<file path="config.mk">
export PLATFORM = sky130hd
export DESIGN_NAME = fifo4x32_hs_flat
export DESIGN_NICKNAME = d
export VERILOG_FILES = /design/src/rtl/fifo4x32_hs_pkg.sv /design/src/rtl/fifo4x32_hs_if.sv /design/src/rtl/fifo4x32_hs_fifo_ptr_ctrl.sv /design/src/rtl/fifo4x32_hs.sv /design/src/flat_wrapper.sv
export SDC_FILE = /design/constraint.sdc
export NUM_CORES = 1
export LEC_CHECK = 0
export CAP_MARGIN = 30
export CELL_PAD_IN_SITES_DETAIL_PLACEMENT = 0
export CELL_PAD_IN_SITES_GLOBAL_PLACEMENT = 1
export CORE_MARGIN = 2
export CORE_UTILIZATION = 42
export DETAILED_ROUTE_END_ITERATION = 16
export GPL_ROUTABILITY_DRIVEN = 0
export PLACE_DENSITY = 0.76
export SETUP_SLACK_MARGIN = 0.15
export SLEW_MARGIN = 30
export SYNTH_ARGS = -nofsm -noshare
export SYNTH_HDL_FRONTEND = slang
export SYNTH_SLANG_ARGS = --single-unit
</file>
<file path="constraint.sdc">
create_clock -name clk -period 4.64 [get_ports clk]
set_input_delay 1.392 -clock clk [delete_from_list [all_inputs] [get_ports clk]]
set_output_delay 1.392 -clock clk [all_outputs]
set_load 0.03 [all_outputs]
</file>
<file path="src/rtl/fifo4x32_hs_pkg.sv">
// fifo4x32_hs_pkg: shared sizing constants for the 4x32 handshake FIFO
package fifo4x32_hs_pkg;
  localparam int FIFO_DEPTH = 4;
  localparam int FIFO_PTR_W = 2;
  localparam int FIFO_CNT_W = 3;
  localparam int FIFO_WIDTH = 32;
  typedef logic [FIFO_PTR_W-1:0] ptr_t;
  typedef logic [FIFO_CNT_W-1:0] cnt_t;
endpackage

</file>
<file path="src/rtl/fifo4x32_hs_if.sv">
// fifo4x32_hs_if: write/read handshake bundle plus flush and status
// master: flush, in_valid, in_data, out_ready driven; slave: in_ready, out_valid, out_data, count, full, empty driven
interface fifo4x32_hs_if
  import fifo4x32_hs_pkg::*;
#(
  parameter int WIDTH = FIFO_WIDTH
) ();
  logic             flush;
  logic             in_valid;
  logic             in_ready;
  logic [WIDTH-1:0] in_data;
  logic             out_valid;
  logic             out_ready;
  logic [WIDTH-1:0] out_data;
  cnt_t             count;
  logic             full;
  logic             empty;
  modport master (
    output flush, in_valid, in_data, out_ready,
    input  in_ready, out_valid, out_data, count, full, empty
  );
  modport slave (
    input  flush, in_valid, in_data, out_ready,
    output in_ready, out_valid, out_data, count, full, empty
  );
endinterface

</file>
<file path="src/rtl/fifo4x32_hs_fifo_ptr_ctrl.sv">
// fifo_ptr_ctrl: read/write pointers, occupancy count, status and write-enable decode
// in: clk, clr (async active-low), i_push, i_pop, i_flush; out: o_rd_ptr, o_count, o_full, o_empty, o_we
module fifo_ptr_ctrl
  import fifo4x32_hs_pkg::*;
(
  input  logic                  clk,
  input  logic                  clr,
  input  logic                  i_push,
  input  logic                  i_pop,
  input  logic                  i_flush,
  output ptr_t                  o_rd_ptr,
  output cnt_t                  o_count,
  output logic                  o_full,
  output logic                  o_empty,
  output logic [FIFO_DEPTH-1:0] o_we
);
  ptr_t r_wr_ptr;
  ptr_t r_rd_ptr;
  cnt_t r_count;
  always_ff @(posedge clk or negedge clr)
    if (!clr) begin
      r_wr_ptr <= '0;
      r_rd_ptr <= '0;
      r_count  <= '0;
    end else if (i_flush) begin
      r_wr_ptr <= '0;
      r_rd_ptr <= '0;
      r_count  <= '0;
    end else begin
      r_wr_ptr <= r_wr_ptr + ptr_t'(i_push);
      r_rd_ptr <= r_rd_ptr + ptr_t'(i_pop);
      r_count  <= r_count + cnt_t'(i_push) - cnt_t'(i_pop);
    end
  for (genvar i = 0; i < FIFO_DEPTH; i++) begin : g_we
    assign o_we[i] = i_push & (r_wr_ptr == ptr_t'(i));
  end
  assign o_rd_ptr = r_rd_ptr;
  assign o_count  = r_count;
  assign o_full   = r_count == cnt_t'(FIFO_DEPTH);
  assign o_empty  = r_count == '0;
endmodule

</file>
<file path="src/rtl/fifo4x32_hs.sv">
// fifo4x32_hs: four-entry valid/ready FIFO with flush, no bypass and no full pass-through
// in: clk, clr (async active-low); bus: slave side of fifo4x32_hs_if
module fifo4x32_hs
  import fifo4x32_hs_pkg::*;
#(
  parameter int WIDTH = FIFO_WIDTH,
  parameter int DEPTH = FIFO_DEPTH
) (
  input logic          clk,
  input logic          clr,
  fifo4x32_hs_if.slave bus
);
  logic [WIDTH-1:0] r_mem [DEPTH];
  logic [FIFO_DEPTH-1:0] w_we;
  ptr_t w_rd_ptr;
  cnt_t w_count;
  logic w_full;
  logic w_empty;
  logic w_push;
  logic w_pop;
  // status comes only from the count register, so ready/valid never see the far side
  assign w_push = bus.in_valid & ~w_full & ~bus.flush;
  assign w_pop  = bus.out_ready & ~w_empty & ~bus.flush;
  fifo_ptr_ctrl u_ctrl (
    .clk     (clk),
    .clr     (clr),
    .i_push  (w_push),
    .i_pop   (w_pop),
    .i_flush (bus.flush),
    .o_rd_ptr(w_rd_ptr),
    .o_count (w_count),
    .o_full  (w_full),
    .o_empty (w_empty),
    .o_we    (w_we)
  );
  for (genvar i = 0; i < DEPTH; i++) begin : g_mem
    always_ff @(posedge clk)
      if (w_we[i]) r_mem[i] <= bus.in_data;
  end
  assign bus.out_data  = r_mem[w_rd_ptr];
  assign bus.in_ready  = ~w_full;
  assign bus.out_valid = ~w_empty;
  assign bus.count     = w_count;
  assign bus.full      = w_full;
  assign bus.empty     = w_empty;
endmodule

</file>
<file path="src/flat_wrapper.sv">
// flat-port wrapper written by rule: the top's interface ports become plain ports
module fifo4x32_hs_flat import fifo4x32_hs_pkg::*;
#(
  parameter int WIDTH = FIFO_WIDTH,
  parameter int DEPTH = FIFO_DEPTH
)
  (clk, clr, bus_flush, bus_in_valid, bus_in_data, bus_out_ready, bus_in_ready, bus_out_valid, bus_out_data, bus_count, bus_full, bus_empty);
  fifo4x32_hs_if #(.WIDTH(WIDTH)) bus_i ();
  input logic clk;
  input logic clr;
  input wire logic [$bits(bus_i.flush)-1:0] bus_flush;
  input wire logic [$bits(bus_i.in_valid)-1:0] bus_in_valid;
  input wire logic [$bits(bus_i.in_data)-1:0] bus_in_data;
  input wire logic [$bits(bus_i.out_ready)-1:0] bus_out_ready;
  output wire logic [$bits(bus_i.in_ready)-1:0] bus_in_ready;
  output wire logic [$bits(bus_i.out_valid)-1:0] bus_out_valid;
  output wire logic [$bits(bus_i.out_data)-1:0] bus_out_data;
  output wire logic [$bits(bus_i.count)-1:0] bus_count;
  output wire logic [$bits(bus_i.full)-1:0] bus_full;
  output wire logic [$bits(bus_i.empty)-1:0] bus_empty;
  assign bus_i.flush = bus_flush;
  assign bus_i.in_valid = bus_in_valid;
  assign bus_i.in_data = bus_in_data;
  assign bus_i.out_ready = bus_out_ready;
  assign bus_in_ready = bus_i.in_ready;
  assign bus_out_valid = bus_i.out_valid;
  assign bus_out_data = bus_i.out_data;
  assign bus_count = bus_i.count;
  assign bus_full = bus_i.full;
  assign bus_empty = bus_i.empty;
  fifo4x32_hs #(.WIDTH(WIDTH), .DEPTH(DEPTH)) u_core (.clk(clk), .clr(clr), .bus(bus_i));
endmodule
</file>
; Word level (Yosys, flattened, before mapping)
; Memory sizes are Yosys's and may differ from the RTL's.
; Index checks and enable logic that the tools add are counted.
[totals]
ff_bits = 7
input_bits = 37
memories = 1
wordCells = 48
output_inout_bits = 39
ramBits = 128
[memory_table]
columns = name, depth, width, read_ports, rd_clocked_by_memory_dff, wr, line_no
row1 = u_core.r_mem, 4, 32, 1, 0, 1, fifo4x32_hs.sv:13  ; logic [WIDTH-1:0] r_mem [DEPTH];
[op_classes]
bitwise_logic = 11
muxes = 20
n_eq_ne = 4
addsub = 4
n_reduce_logical = 5
[op_table]
columns = cell, n
row1 = $mux W32, 3
row2 = $reduce_or A32 Y1, 3
row3 = $mux W1, 11
row4 = $mux W2, 5
row5 = $and A1 B1 Y1, 8
row6 = $add A2 B1 Y2, 2
row7 = $eq A2 B2 Y1 const B, 2
row8 = $add A3 B1 Y3, 1
row9 = $eq A3 B3 Y1 const B, 1
row10 = $logic_not A3 Y1, 1
row11 = $mux W3, 1
row12 = $not A1 Y1, 3
row13 = $sub A3 B1 Y3, 1
row14 = $eq A2 B1 Y1 const B, 1
row15 = $logic_not A2 Y1, 1

; Longest topological paths before layout
; Gate-level depths: netlist (run 1).
[logic_depth]
word_depth = 11
depth_mapped = 10
depth_no_buf = 10

; Hierarchy
; From an unflattened synthesis (run 1), not the netlist that was laid out.
[hier_totals]
hier_cells = 203
area_unflattened_um2 = 5053.6
[by_module_without_submodules]
columns = mod, instances, area_each_um2, cells_per_inst
row1 = fifo4x32_hs, 1, 4680.7, 171
row2 = fifo_ptr_ctrl, 1, 372.9, 32

; Least setup slack after synthesis (run 1)
; OpenSTA, ideal clock, no wires.
[synth_path]
path_type = input to register
startpoint = input port bus_flush
endpoint = memory u_core.r_mem[1][0] (netlist name), enable pin
arrival_ps = 5153
cell_stages = 3
path_slack_ps = -1026
n_path_buf = 1
cell_sequence = clkbuf_1 nand2b_1 nor4b_1
[synth_between]
elab_chain_len = 9
word_cells_on_any_way = 23
[synth_lines]
columns = item, line_no
row1 = from (decl), flat_wrapper.sv:11  ; input wire logic [$bits(bus_i.flush)-1:0] bus_flush;
row2 = $not A1 Y1 *, fifo4x32_hs.sv:22  ; assign w_push = bus.in_valid & ~w_full & ~bus.flush;
row3 = $and A1 B1 Y1 *, fifo4x32_hs.sv:22
row4 = $and A1 B1 Y1 *, fifo4x32_hs_fifo_ptr_ctrl.sv:35  ; assign o_we[i] = i_push & (r_wr_ptr == ptr_t'(i));
row5 = via u_core.u_ctrl.o_we[1], fifo4x32_hs_fifo_ptr_ctrl.sv:15  ; output logic [FIFO_DEPTH-1:0] o_we
row6 = $mux W1 *, fifo4x32_hs.sv:38  ; if (w_we[i]) r_mem[i] <= bus.in_data;
row7 = $mux W1 (implied by the code) *, fifo4x32_hs.sv:38
row8 = $reduce_or A32 Y1 (no line), -
row9 = $mux W2 (no line) or $mux W1 (tied branches) (3 in series), -
row10 = to (decl), fifo4x32_hs.sv:13
; The timed path passes the listed nets; every way through them passes the cells marked *.

; Final worst setup path (run 1)
[layout_path]
startpoint = register u_core.u_ctrl.r_rd_ptr[0] (netlist: u_core.u_ctrl.o_rd_ptr[0])
endpoint = output port bus_out_data[9]
[layout_between]
elab_chain_len = 1
[layout_lines]
columns = item, line_no
row1 = from (decl), fifo4x32_hs_fifo_ptr_ctrl.sv:18  ; ptr_t r_rd_ptr;
row2 = from (signal assigned), fifo4x32_hs_fifo_ptr_ctrl.sv:31  ; r_rd_ptr <= r_rd_ptr + ptr_t'(i_pop);
row3 = $mem_v2 Z4 W32, -
row4 = to (decl), flat_wrapper.sv:17  ; output wire logic [$bits(bus_i.out_data)-1:0] bus_out_data;
; Every way passes these cells.

==> impl_metrics.env, run 1 <==
export IMPL_status="finished, final reports clean"
export IMPL_drt_pre_antenna_iters=4
export IMPL_fp_dieW_um=113.9
export IMPL_fin_setup_tns_ns=0
export IMPL_endpoint_kind="primary output"
export IMPL_post_dp_hpwl_um=4907
export IMPL_antenna_cells=0
export IMPL_grt_overflow=0
export IMPL_worstSetupPathType="reg -> out"
export IMPL_vias=2336
export IMPL_final_cell_mix="edfxtp_1, clkdlybuf4s50_1, mux4_2, clkbuf_16"
export IMPL_synth_top_cell_area_share_pct=75.74
export IMPL_synth_edff_count=128
export IMPL_yosys_warnings=0
export IMPL_final_cell_count_no_fill=456
export IMPL_vias_per_cell=5.123
export IMPL_min_path_type="reg -> reg"
export IMPL_slew_headroom_pct=41.89
export IMPL_first_iter_violations=137
export IMPL_ir_drop_v=0.0003264
export IMPL_worst_slew_pin_slew_ns=0.8716
export IMPL_numPlacedInstances=425
export IMPL_r2r_slack_ns=2.41
export IMPL_leakagePower_nw=2.126
export IMPL_drive_gt1_share_pct=22.33
export IMPL_drcViolationCount=0
export IMPL_cp_max_fo=18
export IMPL_start_util_pct=42.61
export IMPL_period_share_pct=85.42
export IMPL_ys_flop_type="edfxtp_1"
export IMPL_critical_path_required_ns=3.25
export IMPL_synth_seq_cells=135
export IMPL_maxCapViolCount=0
export IMPL_seq_area_mm2=0.004021
export IMPL_grt_max_degree=34
export IMPL_die_area_mm2=0.01298
export IMPL_cts_max_path_buffers=2
export IMPL_drv_slew=0
export IMPL_multi_input_area_um2=964.7
export IMPL_synth_nets=248
export IMPL_min_period_ns=3.963
export IMPL_grt_pass1_wl_um=12970
export IMPL_cts_hold_buf=0
export IMPL_ctsHtreeMaxLevel=4
export IMPL_cts_tree="built"
export IMPL_clock_sinks=135
export IMPL_synthCells=206
export IMPL_report_final_setup_viol=0
export IMPL_synth_area_leaders="edfxtp_1, mux4_2, dfrtp_1, buf_12, mux4_1"
export IMPL_avgSynthCellArea_um2=24.64
export IMPL_die_h_um=113.9
export IMPL_final_common_cell="edfxtp_1"
export IMPL_r2r_start="u_core.u_ctrl.o_count[1]"
export IMPL_ys_types=24
export IMPL_core_mm2=0.01191
export IMPL_rsz0062_at_grt="false"
export IMPL_drt_wl_total_um=8476
export IMPL_synth_largest_area_cell="edfxtp_1"
export IMPL_cts_resized_gates=0
export IMPL_synthArstFlopShare_pct=5.185
export IMPL_holdPathStages=2
export IMPL_rr_worst_depth=10
export IMPL_hold_path_endpoint="u_core.u_ctrl.r_wr_ptr[1]"
export IMPL_yosysSeqAreaShare_pct=79.19
export IMPL_wl_per_cell_um=18.59
export IMPL_clk_latency_ns=0.41
export IMPL_numPortBuffers=75
export IMPL_arrival_ns=2.57
export IMPL_synth_area_mm2=0.005075
export IMPL_p_total_w=0.003287
export IMPL_r2r_end="u_core.u_ctrl.o_count[2]"
export IMPL_nNetsFinal=339
export IMPL_area_growth_syn_to_layout_pct=28.90
export IMPL_fmax_ghz=0.2523
export IMPL_fin_util_pct=54.92
export IMPL_num_rows=40
export IMPL_grt_util_all_layers_pct=14.15
export IMPL_pin_count=76
export IMPL_path_clk_slew_ns=0.05
export IMPL_grt_pass1_vias=2457
export IMPL_cts_root_buf="clkbuf_16"
export IMPL_power_per_cell_area_mw_per_mm2=502.5
export IMPL_hold_viol_final=0
export IMPL_cts_inserted_buffers=17
export IMPL_grt_antenna_before_repair=0
export IMPL_skew_ns=0.004682
export IMPL_startpoint_type="register"
export IMPL_holdWs_ns=0.6656
export IMPL_hold_path_startpoint="u_core.u_ctrl.r_wr_ptr[1]"
export IMPL_fillers=923
export IMPL_ant_nets=0
export IMPL_postCtsSetupBuffers=0
[report_power, final]
part	leakage [nW]	switching, W	internal, W
Sequential	1.25	0.0000456	0.00140
Combinational	0.608	0.000323	0.000301
Clock	0.265	0.000446	0.000774
Total	2.13	0.000815	0.00247
[cell type report]
| type | instances | area share (%) |
|---|---|---|
| clock buffers | 19 | 6.618 |
| clock inverters | 12 | 1.702 |
| inverters | 5 | 0.2869 |
| multi-input cells | 57 | 14.75 |
| flip-flops and latches | 135 | 61.48 |
| well taps | 147 | 2.812 |
| repair buffers | 81 | 12.36 |
[synthesized netlist by cell type (2+ instances only)]
library cell and count:
inv_1 5, buf_2 2, dfrtp_1 7, nor2b_1 3, nor4b_1 2, edfxtp_1 128
clkbuf_1 2, mux4_1 2, mux4_2 30, buf_12 3, nor2_1 5, ha_1 4
xnor2_1 2
[per-stage QoR]
step           instance area (um2)  setup WS, ns
2_1_floorplan                 5075        -1.026
3_3_place_gp                  5997         1.048
3_5_place_dp                  5997         1.016
4_1_cts                       6541        0.5978
5_1_grt                       6541        0.5166
6_report                      6541        0.6767
[sequential cells by signal, indices dropped and copies added, names as in the netlist]
register / count
u_core.r_mem: 128
u_core.u_ctrl.o_rd_ptr: 2
u_core.u_ctrl.o_count: 3
u_core.u_ctrl.r_wr_ptr: 2
[worst max-delay path by stage]
| stage | from | end | slack, ns |
|---|---|---|---|
| 2_1_floorplan | bus_flush | u_core.r_mem[1][0] | -1.03 |
| 3_3_place_gp | u_core.u_ctrl.o_rd_ptr[0] | bus_out_data[17] | 1.05 |
| 3_5_place_dp | bus_flush | u_core.u_ctrl.o_count[2] | 1.02 |
| 4_1_cts | u_core.u_ctrl.o_rd_ptr[0] | bus_out_data[9] | 0.60 |
| 5_1_grt | u_core.u_ctrl.o_rd_ptr[0] | bus_out_data[17] | 0.52 |
| 6_report | u_core.u_ctrl.o_rd_ptr[0] | bus_out_data[9] | 0.68 |
[per-layer routing]
layer | part of all wire [%] | track usage, % | routed length [um] | vias to the layer above
met4 | 1.3 | 6.585 | 112 | 0
met3 | 6.0 | 5.739 | 508 | 15
met2 | 50 | 22.06 | 4206 | 67
li1 | - | - | - | 1046
met5 | 0 | 0 | 0 | -
met1 | 43 | 17.42 | 3649 | 1208
[kinds of logic after synthesis]
kind of cell,Yosys count,synth area share (%)
flip-flops,135,79.19
AND/OR/NAND/NOR,17,2.022
adder cells (fa/ha/maj),5,1.381
XOR/XNOR,3,0.7890
multiplexers,32,14.35
buffers and inverters,14,2.268
[worst max-delay path, cell delays in order, from the launching register on]
cell and delay [ns]:
dfrtp_2 0.73, buf_12 0.27, mux4_2 0.54, clkdlybuf4s50_1 0.61
No activity file was read; power rests on OpenSTA's default activity.
==> run 2, diff against run 1 <==
- SYNTH_HIERARCHICAL: default -> 1
==> run 2 against run 1 <==
Hold slack gained 0.043 ns; fmax up 2.2%; non-clock buffer count increased by 2; critical path depth stayed put; count of clock-buffer cells in the layout is 6 higher; sequential power about the same; power rose by 4.4%; area after synthesis down 0.42%; die area shrank 0.40%; critical endpoint is now bus_out_data[31].
==> impl_metrics.env, run 2 <==
export IMPL_cts_hold_buf=0
export IMPL_critical_path_slowest_cell="mux4_1"
export IMPL_synthArstFlopShare_pct=5.185
export IMPL_drv_slew=0
export IMPL_seq_area_mm2=0.004021
export IMPL_fp_dieW_um=113.7
export IMPL_drt_wl_total_um=9030
export IMPL_first_iter_violations=170
export IMPL_maxCapViolCount=0
export IMPL_leakagePower_nw=2.190
export IMPL_slew_headroom_pct=43.51
export IMPL_cp_max_fo=25
export IMPL_die_h_um=113.7
export IMPL_status="finished, final reports clean"
export IMPL_power_per_cell_area_mw_per_mm2=516.2
export IMPL_holdWs_ns=0.7090
export IMPL_synth_area_leaders="edfxtp_1, mux4_2, dfrtp_1, buf_12, mux4_1"
export IMPL_rsz0062_at_grt="false"
export IMPL_fmax_ghz=0.2579
export IMPL_drive_gt1_share_pct=24.12
export IMPL_post_dp_hpwl_um=5914
export IMPL_grt_max_degree=34
export IMPL_area_growth_syn_to_layout_pct=31.52
export IMPL_r2r_start="u_core/u_ctrl/o_count[2]"
export IMPL_final_common_cell="edfxtp_1"
export IMPL_path_clk_slew_ns=0.06
export IMPL_setup_worst_path_end="bus_out_data[31]"
export IMPL_ir_drop_v=0.0002970
export IMPL_cts_resized_gates=0
export IMPL_fillers=896
export IMPL_ys_top_cells_by_count="edfxtp_1, mux4_2, dfrtp_1"
export IMPL_fin_setup_tns_ns=0
export IMPL_numPortBuffers=75
export IMPL_largest_register="u_core/r_mem"
export IMPL_clk_latency_ns=0.40
export IMPL_endpoint_kind="primary output"
export IMPL_yosysSeqAreaShare_pct=79.52
export IMPL_final_cell_mix="edfxtp_1, clkdlybuf4s50_1, mux4_2, clkbuf_16, buf_4"
export IMPL_clock_sinks=135
export IMPL_largest_reg_flops=128
export IMPL_report_final_setup_viol=0
export IMPL_cp_cell_sequence="buf_12 -> mux4_1 -> clkdlybuf4s50_1"
export IMPL_p_total_w=0.003431
export IMPL_r2r_end="u_core/r_mem[1][14]"
export IMPL_postCtsSetupBuffers=0
export IMPL_cts_max_path_buffers=2
export IMPL_yosys_warnings=6
export IMPL_avgSynthCellArea_um2=24.89
export IMPL_multi_input_area_um2=950.9
export IMPL_start_util_pct=42.61
export IMPL_core_mm2=0.01186
export IMPL_crit_start="u_core/u_ctrl/o_rd_ptr[0]"
export IMPL_synth_top_cell_area_share_pct=76.06
export IMPL_period_share_pct=83.58
export IMPL_skew_ns=0.008962
export IMPL_synth_edff_count=128
export IMPL_num_rows=40
export IMPL_synth_seq_cells=135
export IMPL_vias_per_cell=5.085
export IMPL_worstSetupPathType="reg -> out"
export IMPL_min_path_type="reg -> reg"
export IMPL_cts_root_buf="clkbuf_16"
export IMPL_cts_tree="built"
export IMPL_min_period_ns=3.878
export IMPL_rr_worst_depth=5
export IMPL_arrival_ns=2.49
export IMPL_synth_area_mm2=0.005054
export IMPL_grt_pass1_vias=2535
export IMPL_ys_flop_type="edfxtp_1"
export IMPL_grt_antenna_before_repair=0
export IMPL_synth_largest_area_cell="edfxtp_1"
export IMPL_drcViolationCount=0
export IMPL_startpoint_type="register"
export IMPL_ys_types=19
export IMPL_ctsHtreeMaxLevel=4
export IMPL_pin_count=76
export IMPL_slowest_delay_ns=0.62
export IMPL_grt_pass1_wl_um=14190
export IMPL_grt_overflow=0
export IMPL_antenna_cells=0
export IMPL_drt_pre_antenna_iters=4
export IMPL_die_area_mm2=0.01293
export IMPL_ant_nets=0
export IMPL_synth_nets=245
export IMPL_cts_inserted_buffers=17
export IMPL_hold_viol_final=0
export IMPL_critical_path_required_ns=3.25
export IMPL_r2r_slack_ns=2.18
export IMPL_wl_per_cell_um=19.72
export IMPL_grt_util_all_layers_pct=15.24
export IMPL_synthCells=203
export IMPL_nNetsFinal=340
export IMPL_vias=2329
export IMPL_synth_most_common_cell="edfxtp_1"
export IMPL_worst_slew_pin_slew_ns=0.8474
## run 2: cell count changes in the layout (fill, tap and decap cells not counted), sizes merged
cell	previous run	this run
clkbuf	19	25
clkinv	8	3
buf	6	8
nor3b	2	4
nor4b	2	0
and3	0	1
and3b	0	1
bufinv	2	1
inv	5	6
nand2b	1	0
nor4	1	0
or3	1	0
## run 2: final cells by class
type	instances	share of cell area (%)
clock buffer	25	8.415
clock inverter	7	1.148
inverter	5	0.2824
multi-input combinational	56	14.31
sequential	135	60.50
tap	147	2.767
timing repair buffer	83	12.58
## run 2: how the worst min path moves through the flow
stage	start	end	slack (ns)	cells past startpoint
6_report	u_core/u_ctrl/o_count[2]	u_core/u_ctrl/o_count[2]	0.71	2
5_1_grt	u_core/u_ctrl/o_count[2]	u_core/u_ctrl/o_count[2]	0.73	2
4_1_cts	u_core/u_ctrl/r_wr_ptr[0]	u_core/u_ctrl/r_wr_ptr[0]	0.72	2
3_5_place_dp	u_core/u_ctrl/r_wr_ptr[0]	u_core/u_ctrl/r_wr_ptr[0]	0.71	2
3_3_place_gp	u_core/u_ctrl/o_count[2]	u_core/u_ctrl/o_count[2]	0.69	2
2_1_floorplan	u_core/u_ctrl/o_rd_ptr[1]	u_core/u_ctrl/o_rd_ptr[1]	0.57	2
## run 2: per-stage QoR
stage | utilization, % | setup WS, ns | instances | area [um2]
after CTS | 56.03 | 0.6853 | 458 | 6646
after floorplan | - | 0.9635 | 203 | 5059
final | 56.03 | 0.7621 | 458 | 6646
after detailed placement | 50.68 | 0.7328 | 426 | 6011
after global routing | 56.03 | 0.6366 | 458 | 6646
after global placement | 50.68 | 0.8489 | 426 | 6011
## run 2: logic make-up (layout without fill, tap and decap cells)
family	Yosys count	count (layout)	share of synthesized area [%]
adder cells (fa/ha/maj)	5	5	1.387
multiplexers	32	32	14.41
AND/OR/NAND/NOR	16	16	1.807
flip-flops	135	135	79.52
XOR/XNOR	3	3	0.7923
buffers and inverters	12	120	2.080
## run 2: metal layers
metal	global-route usage, %	share of wire (%)	routed length, um
met5	0	0	0
met4	4.553	0.50	45
met3	5.473	5.1	458
met2	25.63	53	4767
met1	18.74	42	3759
## run 2: report_power, final
part,internal (W),leakage [nW],total [W],switching (W)
Clock,0.000894,0.308,0.00136,0.000467
Sequential,0.00140,1.25,0.00144,0.0000408
Combinational,0.000305,0.629,0.000633,0.000327
Total,0.00260,2.19,0.00343,0.000835
## run 2: worst max-delay path, delay by kind of cell (launching register included)
family	cells	cell delay, ns
flip-flops	1	0.56
multiplexers	1	0.62
buffers and inverters	2	0.90
